### config.mk
export PLATFORM = sky130hd
export DESIGN_NAME = spi_master_sequencer
export DESIGN_NICKNAME = d
export VERILOG_FILES = /design/src/rtl/spi_master_sequencer.sv
export SDC_FILE = /design/constraint.sdc
export NUM_CORES = 1
export LEC_CHECK = 0
export ABC_AREA = 0
export CAP_MARGIN = 20
export CORE_MARGIN = 3
export CORE_UTILIZATION = 25
export DETAILED_ROUTE_END_ITERATION = 10
export GPL_TIMING_DRIVEN = 0
export SYNTH_ARGS = -nofsm -noshare
export SYNTH_HDL_FRONTEND = slang
export SYNTH_SLANG_ARGS = --single-unit
### constraint.sdc
create_clock -name i_clk -period 4.14 [get_ports i_clk]
set_input_delay 1.242 -clock i_clk [delete_from_list [all_inputs] [get_ports i_clk]]
set_output_delay 1.242 -clock i_clk [all_outputs]
set_load 0.01 [all_outputs]
### src/rtl/spi_master_sequencer.sv
// SPI mode-0 master: sequences one clock_divider through config, CS setup, N byte bursts, CS hold.
// Latency: busy 1 cycle after start, CS low 2 cycles after start, then setup + per-byte bursts + hold.
// Backpressure: stalls in LOAD (CS low, SCLK idle) until a tx byte is valid; rx has no backpressure.
module spi_master_sequencer #(
  parameter int P_CS_SETUP = 2,
  parameter int P_CS_HOLD  = 2,
  parameter int P_GAP      = 0
) (
  input  logic       i_clk,
  input  logic       i_rst_n,
  input  logic       i_start,
  input  logic [7:0] i_len,
  input  logic [7:0] i_cdiv,
  output logic       o_busy,
  output logic       o_done,
  input  logic [7:0] i_tx_data,
  input  logic       i_tx_valid,
  output logic       o_tx_ready,
  output logic [7:0] o_rx_data,
  output logic       o_rx_valid,
  output logic       o_sclk,
  output logic       o_mosi,
  input  logic       i_miso,
  output logic       o_cs_n,
  output logic [8:0] o_div_config,
  output logic       o_div_start_n,
  input  logic       i_div_ready,
  input  logic       i_div_clk,
  input  logic       i_div_rising,
  input  logic       i_div_falling
);

  typedef enum logic [3:0] {
    S_IDLE, S_CONFIG, S_CS_SETUP, S_LOAD, S_START,
    S_WAIT_BUSY, S_WAIT_DONE, S_GAP, S_CS_HOLD, S_DONE
  } state_t;

  state_t     r_state;
  logic [7:0] r_len;
  logic [7:0] r_div;
  logic [7:0] r_cnt;
  logic [7:0] r_tx_sh;
  logic [7:0] r_rx_sh;
  logic [2:0] r_bitcnt;

  logic [7:0] w_cdiv_even;
  logic [7:0] w_cdiv_san;

  // Divider only supports even divisors of at least 2
  assign w_cdiv_even = {i_cdiv[7:1], 1'b0};
  assign w_cdiv_san  = (w_cdiv_even < 8'd2) ? 8'd2 : w_cdiv_even;

  // SCLK is the divider clock itself; it idles low between bursts
  assign o_sclk = i_div_clk;

  // Transaction sequencer: state, counters, shift registers and all registered outputs
  always_ff @(posedge i_clk) begin
    if (!i_rst_n) begin
      r_state       <= S_IDLE;
      r_len         <= 8'd0;
      r_div         <= 8'd0;
      r_cnt         <= 8'd0;
      r_tx_sh       <= 8'd0;
      r_rx_sh       <= 8'd0;
      r_bitcnt      <= 3'd0;
      o_busy        <= 1'b0;
      o_done        <= 1'b0;
      o_tx_ready    <= 1'b0;
      o_rx_data     <= 8'd0;
      o_rx_valid    <= 1'b0;
      o_mosi        <= 1'b0;
      o_cs_n        <= 1'b1;
      o_div_config  <= 9'd0;
      o_div_start_n <= 1'b1;
    end else begin
      o_done     <= 1'b0;
      o_rx_valid <= 1'b0;

      // Edge strobes can arrive as soon as the divider drops ready, so both wait states shift
      if (r_state == S_WAIT_BUSY || r_state == S_WAIT_DONE) begin
        if (i_div_rising) begin
          r_rx_sh <= {r_rx_sh[6:0], i_miso};
        end
        // The 8th falling edge ends the byte; MOSI keeps its last bit
        if (i_div_falling && (r_bitcnt != 3'd7)) begin
          r_tx_sh  <= {r_tx_sh[6:0], 1'b0};
          o_mosi   <= r_tx_sh[6];
          r_bitcnt <= r_bitcnt + 3'd1;
        end
      end

      case (r_state)
        S_IDLE: begin
          if (i_start) begin
            if (i_len == 8'd0) begin
              o_done  <= 1'b1;
              r_state <= S_DONE;
            end else begin
              r_len   <= i_len;
              r_div   <= w_cdiv_san;
              o_busy  <= 1'b1;
              if (i_div_ready) begin
                o_div_config <= {w_cdiv_san, 1'b1};
              end
              r_state <= S_CONFIG;
            end
          end
        end

        S_CONFIG: begin
          // Load strobe is held for exactly one cycle, then CS drops
          if (o_div_config[0]) begin
            o_div_config[0] <= 1'b0;
            o_cs_n          <= 1'b0;
            r_cnt           <= 8'd0;
            r_state         <= S_CS_SETUP;
          end else if (i_div_ready) begin
            o_div_config <= {r_div, 1'b1};
          end
        end

        S_CS_SETUP: begin
          if (r_cnt == 8'(P_CS_SETUP - 1)) begin
            o_tx_ready <= 1'b1;
            r_state    <= S_LOAD;
          end else begin
            r_cnt <= r_cnt + 8'd1;
          end
        end

        S_LOAD: begin
          if (i_tx_valid && o_tx_ready) begin
            o_tx_ready    <= 1'b0;
            r_tx_sh       <= i_tx_data;
            o_mosi        <= i_tx_data[7];
            r_rx_sh       <= 8'd0;
            r_bitcnt      <= 3'd0;
            o_div_start_n <= 1'b0;
            r_state       <= S_START;
          end
        end

        S_START: begin
          o_div_start_n <= 1'b1;
          r_state       <= S_WAIT_BUSY;
        end

        S_WAIT_BUSY: begin
          if (!i_div_ready) begin
            r_state <= S_WAIT_DONE;
          end
        end

        S_WAIT_DONE: begin
          if (i_div_ready) begin
            o_rx_data  <= r_rx_sh;
            o_rx_valid <= 1'b1;
            r_len      <= r_len - 8'd1;
            r_cnt      <= 8'd0;
            if (r_len == 8'd1) begin
              r_state <= S_CS_HOLD;
            end else if (P_GAP == 0) begin
              o_tx_ready <= 1'b1;
              r_state    <= S_LOAD;
            end else begin
              r_state <= S_GAP;
            end
          end
        end

        S_GAP: begin
          if (r_cnt == 8'(P_GAP - 1)) begin
            o_tx_ready <= 1'b1;
            r_state    <= S_LOAD;
          end else begin
            r_cnt <= r_cnt + 8'd1;
          end
        end

        S_CS_HOLD: begin
          if (r_cnt == 8'(P_CS_HOLD - 1)) begin
            o_cs_n  <= 1'b1;
            o_done  <= 1'b1;
            o_busy  <= 1'b0;
            r_state <= S_DONE;
          end else begin
            r_cnt <= r_cnt + 8'd1;
          end
        end

        S_DONE: begin
          r_state <= S_IDLE;
        end

        default: begin
          r_state <= S_IDLE;
        end
      endcase
    end
  end

endmodule

# After elaboration in Yosys (flattened, before gate mapping)
# Cells that the tools add are included.
[totals] regBits=71 in_bits=33 output_inout_bits=25 wordCells=136
[classes] n_addsub=3 n_lt_le_gt_ge=1 n_eq_ne=27 mux=62 n_bitwise=1 reduce_logical=25
[op_table] op="8-bit two-way mux" count=17
[op_table] op="4-bit two-way mux" count=10
[op_table] op="9-bit two-way mux" count=4
[op_table] op="4-bit one-hot mux with 9 select lines" count=1
[op_table] op="8-bit one-hot mux with 4 select lines" count=1
[op_table] op="2-bit != test (second input constant)" count=15
[op_table] op="1-bit two-way mux" count=18
[op_table] op="9-bit one-hot mux with 2 select lines" count=1
[op_table] op="4-bit by 3-bit equality test with 1-bit output (second input constant)" count=4
[op_table] op="8-bit by 1-bit equality test with 1-bit output (second input constant)" count=2
[op_table] op="8-bit one-hot mux with 2 select lines" count=1
[op_table] op="3-bit two-way mux" count=4
[op_table] op="4-bit AND reduction" count=3
[op_table] op="6-bit AND reduction" count=2
[op_table] op="2-bit nonzero test" count=5
[op_table] op="8-bit by 1-bit adder with 8-bit output (second input constant)" count=1
[op_table] op="4-bit by 2-bit equality test with 1-bit output (second input constant)" count=2
[op_table] op="8-bit equality test (second input constant)" count=1
[op_table] op="8-bit logical NOT" count=1
[op_table] op="8-bit by 2-bit < comparator with 1-bit output (second input constant)" count=1
[op_table] op="1-bit one-hot mux with 2 select lines" count=4
[op_table] op="8-bit AND reduction" count=1
[op_table] op="4-bit nonzero test" count=2
[op_table] op="8-bit by 1-bit subtractor with 8-bit output (second input constant)" count=1
[op_table] op="13 further kinds" count=17

# Longest topological paths before layout
# Gate-level depths: netlist of the first run.
[logic_depth] depth_word=6 ltp_mapped=9 mapped_depth_nobuf=7

# Least setup slack after synthesis of the first run
# OpenSTA, ideal clock, no wires.
[synth_timing] path_kind="input to register" from="input i_len[4]" to="register r_len[4]" setup_time_ps=119 arrival_ps=2597 required_time_ps=4021 path_slack_ps=1425 stages=6 n_path_buf=1 cell_sequence="or4_4 > o211ai_1 > and2_1 > buf_4 > a21oi_1 > o221a_2"
[synth_between] elab_chain_cells=3 word_cells_on_any_way=6 classes_between="eq/ne: 1; mux: 3; reduce/logical: 2"
[synth_lines] item="from (decl)" line_no="12" text="input logic [7:0] i_len,"
[synth_lines] item="8-bit logical NOT / 8-bit two-way mux (equally long branches)" line_no="95" text="if (i_len == 8'd0) begin"
[synth_lines] item="2-bit != test (no source line) / 8-bit two-way mux (equally long branches)"
[synth_lines] item="4-bit AND reduction (no source line) / 8-bit one-hot mux with 2 select lines (equally long branches)"
[synth_lines] item="to (signal assigned)" line_no="99" text="r_len <= i_len;"
[synth_lines] item="to (signal assigned)" line_no="158" text="r_len <= r_len - 8'd1;"
[synth_lines] item="to (decl)" line_no="39" text="logic [7:0] r_len;"
# Parallel ways exist; a longest one is shown, timed or not. The select of a mux whose other input is x is not followed.
# A chain may end at the register's enable or synchronous reset.

# Worst setup path in the final report of the first run
[layout_timing] from="input i_div_ready" to="register o_div_config[6]"
[layout_between] elab_chain_cells=2 word_cells_on_any_way=3 classes_between="eq/ne: 2; reduce/logical: 1"
[layout_lines] item="from (decl)" line_no="27" text="input logic i_div_ready,"
[layout_lines] item="2-bit != test (no source line)"
[layout_lines] item="6-bit AND reduction (no source line) (*)"
[layout_lines] item="to (signal assigned)" line_no="103" text="o_div_config <= {w_cdiv_san, 1'b1};"
[layout_lines] item="to (signal assigned)" line_no="118" text="o_div_config <= {r_div, 1'b1};"
[layout_lines] item="to (decl)" line_no="25" text="output logic [8:0] o_div_config,"
# Every way passes the cells marked *; elsewhere a longest branch is shown, timed or not.

==> results of run 1 <==
-- placed cells by master (no fill, tap or decap), types with 7 or more instances in the layout --
cell type	instances
clkdlybuf4s50_1	53
o21ai_0	13
nand2_1	63
nor3_1	14
or3_1	7
clkbuf_1	13
inv_1	7
nor2_1	42
clkbuf_16	9
mux2i_1	32
dfxtp_1	68
buf_2	8
a211oi_1	7
a21oi_1	29
-- worst max-delay path by stage --
stage                      from               to  slack (ps)
global placement    i_div_ready  o_div_config[2]         700
global route        i_div_ready       r_rx_sh[5]         860
floorplan              i_len[4]         r_len[4]        1420
finish              i_div_ready  o_div_config[6]        1040
detailed placement  i_div_ready  o_div_config[6]         720
CTS                   i_div_clk           o_sclk        1060
-- cell families after synthesis --
logic type / count (synthesis) / synth area share
other: 1 / 0.00108
AO/OA/AOI/OAI: 91 / 0.180
flip-flops: 68 / 0.392
XOR/XNOR: 4 / 0.0101
multiplexers: 32 / 0.0922
AND/OR/NAND/NOR: 171 / 0.248
buffers and inverters: 36 / 0.0558
adder cells (fa/ha/maj): 6 / 0.0216
-- flip-flops by register name, indices dropped and copies added (netlist names) --
name / cells
r_div: 7
o_cs_n: 1
o_busy: 1
r_state: 4
r_rx_sh: 8
r_bitcnt: 3
r_cnt: 8
o_rx_data: 8
r_tx_sh: 7
o_div_start_n: 1
o_mosi: 1
r_len: 8
o_div_config: 8
o_rx_valid: 1
o_tx_ready: 1
o_done: 1
-- through the flow --
step | area (sq um) | power (mW) | hold slack (ps)
4_1_cts | 4570 | 2.50 | 462
5_1_grt | 4570 | 2.63 | 495
6_report | 4570 | 2.48 | 464
2_1_floorplan | 3480 | 1.37 | 432
3_3_place_gp | 4230 | 1.59 | 447
3_5_place_dp | 4230 | 1.60 | 455
-- cells in the mapped netlist (5+ instances only) --
library cell  instances
a211oi_1              7
a21oi_1              29
a31oi_1               5
buf_2                 8
buf_6                 5
clkbuf_1             12
dfxtp_1              68
ha_1                  6
inv_1                 7
mux2i_1              32
nand2_1              63
nand2b_1              5
nand3_1               6
nor2_1               42
nor3_1               14
o21ai_0              13
o22ai_1               6
or3_1                 7
-- power groups by stage --
| stage | registers [mW] | clock network, mW | logic (mW) |
|---|---|---|---|
| 2_1_floorplan | 0.801 | 0 | 0.571 |
| 3_3_place_gp | 0.802 | 0 | 0.790 |
| 3_5_place_dp | 0.806 | 0 | 0.797 |
| 4_1_cts | 0.793 | 0.904 | 0.801 |
| 5_1_grt | 0.804 | 0.931 | 0.894 |
| 6_report | 0.794 | 0.881 | 0.807 |
-- worst register-to-register path, stage by stage, from the launching register on --
cell and delay [ps]:
dfxtp_1 400, ha_1 180, nor4b_2 310, and2_1 180, buf_2 190, o2111ai_2 280
o21ai_1 300, buf_2 290, nor2_1 90
-- routing by layer --
| layer | GRT usage | vias to the layer above |
|---|---|---|
| li1 | - | 1594 |
| met1 | 0.168 | 1500 |
| met2 | 0.198 | 105 |
| met3 | 0.0445 | 14 |
| met4 | 0.0452 | 0 |
| met5 | 0 | - |
-- final cells by class --
type	instances	area share
sequential	68	0.298
tap	176	0.0482
timing repair buffer	53	0.116
clock inverter	6	0.0244
buffer	29	0.0367
clock buffer	10	0.0501
inverter	7	0.00575
multi-input combinational	305	0.421
==> metrics.csv, run 1 <==
stage,metric,value,unit
place,io_buffers,53,
detailed_routing,detail_route.wl_per_cell,14.3,um
pwr,vdd_drop_max,0.209,mV
setup_path,max_stage_delay,580,ps
setup_path,crit_slowest_cell,clkdlybuf4s50_1,
setup_path,path_buf_inv,2,
worst_hold_path,holdPathStages,2,
timing,skew,5.57,ps
detailed_routing,dr.pass1.iters,5,
clock_tree,cts_buffers,9,
timing,fin_ws,1040,ps
synthesis,yosys.area.top_type,dfxtp_1,
worst_hold_path,min_path_type,reg2reg,
synthesis,synth_top_area_share,0.392,
setup_path,cp.depth,6,
clock_tree,clock_latency,340,ps
detailed_routing,via_per_inst,4.91,
die,rows,42,
setup_path,critical_path.max_fanout,10,
layout,final_layout_size_suffix_gt1_frac,0.109,
place,place_ws,715,ps
pwr,powerDensity,544,mW/mm^2
place,dp.cells,638,
synthesis,synth-seq-area-share,0.392,
die,die_y,124,um
timing,report.final.slew_viol_count,0,
place,place_hpwl,6750,um
clock_tree,clock-root-buffer,clkbuf_16,
setup_path,end_kind,flip-flop,
global_routing,first_global_vias,3147,
synthesis,syn-num-nets,448,
detailed_routing,drt-initial-drc-count,174,
synthesis,syn_inst,409,
timing,fin_crit,3100,ps
timing,setup_tns,0,ps
detailed_routing,vias,3213,
detailed_routing,highest_layer,met4,
detailed_routing,wl_met1,4290,um
layout,final_cells,654,
global_routing,grt_usage,0.129,
pwr,power_switching,808,uW
clock_tree,cts_setup_buffers,0,
synthesis,ys_ff_latch,68,
detailed_routing,finalWirelength,9330,um
layout,area_growth,31.4,%
setup_path,worstPathArrival,3300,ps
global_routing,grt_max_degree,13,
setup_path,path_class,in2reg,
run,drv_cap,0,
setup_path,reg2reg_from,r_cnt[0],
die,ios,58,
clock_tree,cts.sinks,68,
clock_tree,cts_resized,0,
synthesis,synth_edf_count,0,
timing,timing.fmax,322,MHz
synthesis,synth.area.top_cells,"dfxtp_1 (39%), mux2i_1 (9.2%), nand2_1 (6.8%), nor2_1 (4.5%), a21oi_1 (4.2%)",
synthesis,synth_area,0.00348,sq mm
timing,period_share,0.749,
clock_tree,cts_hold_buffers,0,
setup_path,cpLargestDelayFamily,buffers and inverters,
die,die_w,124,um
detailed_routing,drc_errors,0,
pwr,leakage,1.81,nW
global_routing,antenna_found_initial,0,
place,gp_congestion,0.869,
layout,fillers,1411,
global_routing,grt_pass1_wl,15400,um
global_routing,gr-total-overflow,0,
layout,regArea,0.00136,sq mm
layout,multi_input_area,0.00192,sq mm
setup_path,cp_cell_sequence,clkdlybuf4s50_1 > buf_2 > nor4b_1 > o221ai_4 > mux2i_1 > nor2_1,
detailed_routing,wl_met3,716,um
clock_tree,cts.clk_slew.worst_paths,60,ps
clock_tree,tritoncts,yes,
synthesis,ys.flop_type,dfxtp_1,
worst_hold_path,whs_endpoint,o_rx_data[7],
setup_path,r2r-end,r_rx_sh[5],
die,core_area,0.0134,sq mm
pwr,power.share.combinational,0.325,
layout,final_nets,512,
pwr,internal_power,1.67,mW
timing,worstMarginPinSlew,655,ps
synthesis,avgSynthCellArea,8.50,sq um
synthesis,asyncSetResetFlopFracSynth,0,
timing,rsz0062_at_grt,no,
setup_path,reg2regPathDepth,8,
pwr,seqPwrFrac,0.320,
run_status,status,finished clean,
timing,max_slew_margin,0.557,
timing,setup_viol,0,
timing,finalHoldViolCount,0,
synthesis,yosys_warnings,0,
detailed_routing,wl_met2,4190,um
detailed_routing,postRouteAntennaNets,0,
clock_tree,cts_buffer_depth,2,
pwr,pwr-share-clk,0.355,
die,die_area,0.0154,sq mm
layout,utilization,0.341,
layout,diodes,0,
setup_path,crit_required,4340,ps
die,initial_core_util,0.259,
synthesis,ys_types,64,
setup_path,startpoint_type,input port,
setup_path,reg2reg_slack,1800,ps
pwr,swShare,0.325,
worst_hold_path,hp-start,r_rx_sh[7],
clock_tree,h-tree-depth,3,
(Power assumes the default switching activity.)
==> inputs of run 2 (changes only) <==
==> constraint.sdc (replaced) <==
create_clock -name i_clk -period 2.9 [get_ports i_clk]
set_input_delay 0.87 -clock i_clk [delete_from_list [all_inputs] [get_ports i_clk]]
set_output_delay 0.87 -clock i_clk [all_outputs]
set_load 0.01 [all_outputs]
==> run 2 against run 1 <==
  * Via count down 0.40%
  * Sequential share of layout area decreased by 0.073 points
  * Worst setup slack worse by 860 ps
  * Core utilization up 0.084 points
  * Sequential power up 42%
  * Clock skew about the same
  * Final cell count unchanged
  * Critical path depth increased by 1
  * Critical path type unchanged
  * Critical endpoint is now r_rx_sh[5]
==> metrics.csv, run 2 (same netlist as run 1, synthesis figures left out) <==
stage,metric,value,unit
run_status,status,finished clean,
die,die_w,124,um
pwr,leakage,1.81,nW
layout,final_nets,512,
place,io_buffers,53,
timing,holdWs,464,ps
place,place_hpwl,6750,um
die,initial_core_util,0.259,
global_routing,grt_pass1_wl,15400,um
setup_path,reg2reg_from,r_cnt[0],
clock_tree,cts.clk_slew.worst_paths,60,ps
die,die_area,0.0154,sq mm
layout,final_common_cell,dfxtp_1,
clock_tree,cts_setup_buffers,0,
detailed_routing,dr.pass1.iters,5,
global_routing,first_global_vias,3147,
global_routing,gr-total-overflow,0,
pwr,vdd_drop_max,0.298,mV
worst_hold_path,hp-start,r_rx_sh[7],
timing,report.final.slew_viol_count,0,
clock_tree,cts_hold_buffers,0,
global_routing,grt_usage,0.129,
detailed_routing,detail_route.wl_per_cell,14.4,um
worst_hold_path,holdPathStages,2,
setup_path,reg2regPathDepth,8,
clock_tree,clock-root-buffer,clkbuf_16,
layout,final_layout_size_suffix_gt1_frac,0.109,
die,core_area,0.0134,sq mm
clock_tree,h-tree-depth,3,
clock_tree,tritoncts,yes,
timing,worstMarginPinSlew,641,ps
setup_path,r2r-end,r_rx_sh[5],
detailed_routing,vias,3200,
timing,timing.fmax,367,MHz
detailed_routing,highest_layer,met4,
layout,final_cells,654,
setup_path,crit_required,3120,ps
setup_path,crit_path_end,r_rx_sh[5],
timing,max_slew_margin,0.567,
layout,layout_common_cells,"dfxtp_1 (68), nand2_1 (63), clkdlybuf4s50_1 (53)",
timing,setup_viol,0,
timing,period_share,0.939,
timing,fin_crit,2720,ps
clock_tree,cts.sinks,68,
place,dp.cells,638,
setup_path,critical_path.max_fanout,10,
detailed_routing,wl_met1,4440,um
detailed_routing,finalWirelength,9440,um
setup_path,startpoint_type,input port,
worst_hold_path,min_path_type,reg2reg,
detailed_routing,drt-initial-drc-count,186,
setup_path,cp-startpoint,i_div_ready,
die,rows,42,
place,gp_congestion,0.869,
layout,area_growth,31.7,%
setup_path,reg2reg_slack,640,ps
clock_tree,cts_buffer_depth,2,
timing,rsz0062_at_grt,no,
clock_tree,clock_latency,340,ps
clock_tree,cts_buffers,9,
detailed_routing,drc_errors,0,
die,ios,58,
layout,diodes,0,
timing,finalHoldViolCount,0,
detailed_routing,postRouteAntennaNets,0,
timing,skew,5.47,ps
setup_path,worstPathArrival,2940,ps
global_routing,antenna_found_initial,0,
layout,fillers,1412,
global_routing,grt_max_degree,13,
die,die_y,124,um
pwr,powerDensity,778,mW/mm^2
run,drv_cap,0,
detailed_routing,via_per_inst,4.89,
detailed_routing,wl_met2,4240,um
setup_path,end_kind,flip-flop,
setup_path,path_class,in2reg,
detailed_routing,wl_met3,616,um
## run 2: worst min-delay path by stage
stage                         endpoint  slack (ps)
after floorplan           o_rx_data[7]         430
after global placement    o_rx_data[4]         450
after detailed placement  o_rx_data[7]         450
after CTS                 o_rx_data[7]         460
after global routing      o_rx_data[6]         500
final                     o_rx_data[7]         460
## run 2: timing repair
action,in CTS,in global routing
gates resized for setup,0,1
endpoints found under the setup margin,0,3
endpoints found under the hold margin,0,0
## run 2: final cells by class
| type | instances | area [sq um] | area share |
|---|---|---|---|
| Sequential cell | 68 | 1360 | 0.297 |
| Clock inverter | 6 | 111 | 0.0243 |
| Timing Repair Buffer | 53 | 531 | 0.116 |
| Clock buffer | 10 | 229 | 0.0500 |
| Buffer | 29 | 168 | 0.0366 |
| Inverter | 7 | 26.3 | 0.00574 |
| Multi-Input combinational cell | 305 | 1930 | 0.422 |
| Tap cell | 176 | 220 | 0.0481 |
## run 2: critical path, stage by stage
cell and delay, ps:
clkdlybuf4s50_1 580, and3b_1 200, o21ai_1 350, o2111ai_4 270, o21ai_1 270, buf_2 290
nor2_1 90
## run 2: routing by layer
layer  vias to the layer above  GRT usage
met5                         -          0
met4                         0     0.0452
met3                        16     0.0445
met2                        96      0.198
met1                      1495      0.168
li1                       1593          -
## run 2: through the flow
step                      setup slack [ps]  area (sq um)  power [mW]  utilization  setup TNS (ps)
after floorplan                        557          3480        1.96            -               0
after global routing                  13.7          4580        3.77        0.342               0
after global placement                -164          4230        2.27        0.315           -2070
final                                  176          4580        3.56        0.342               0
after CTS                              207          4570        3.56        0.341               0
after detailed placement              -153          4230        2.29        0.315           -2300
## run 2: where the power goes
part / internal (mW) / switching, mW
Clock: 0.841 / 0.418
Combinational: 0.513 / 0.656
Sequential: 1.05 / 0.0864
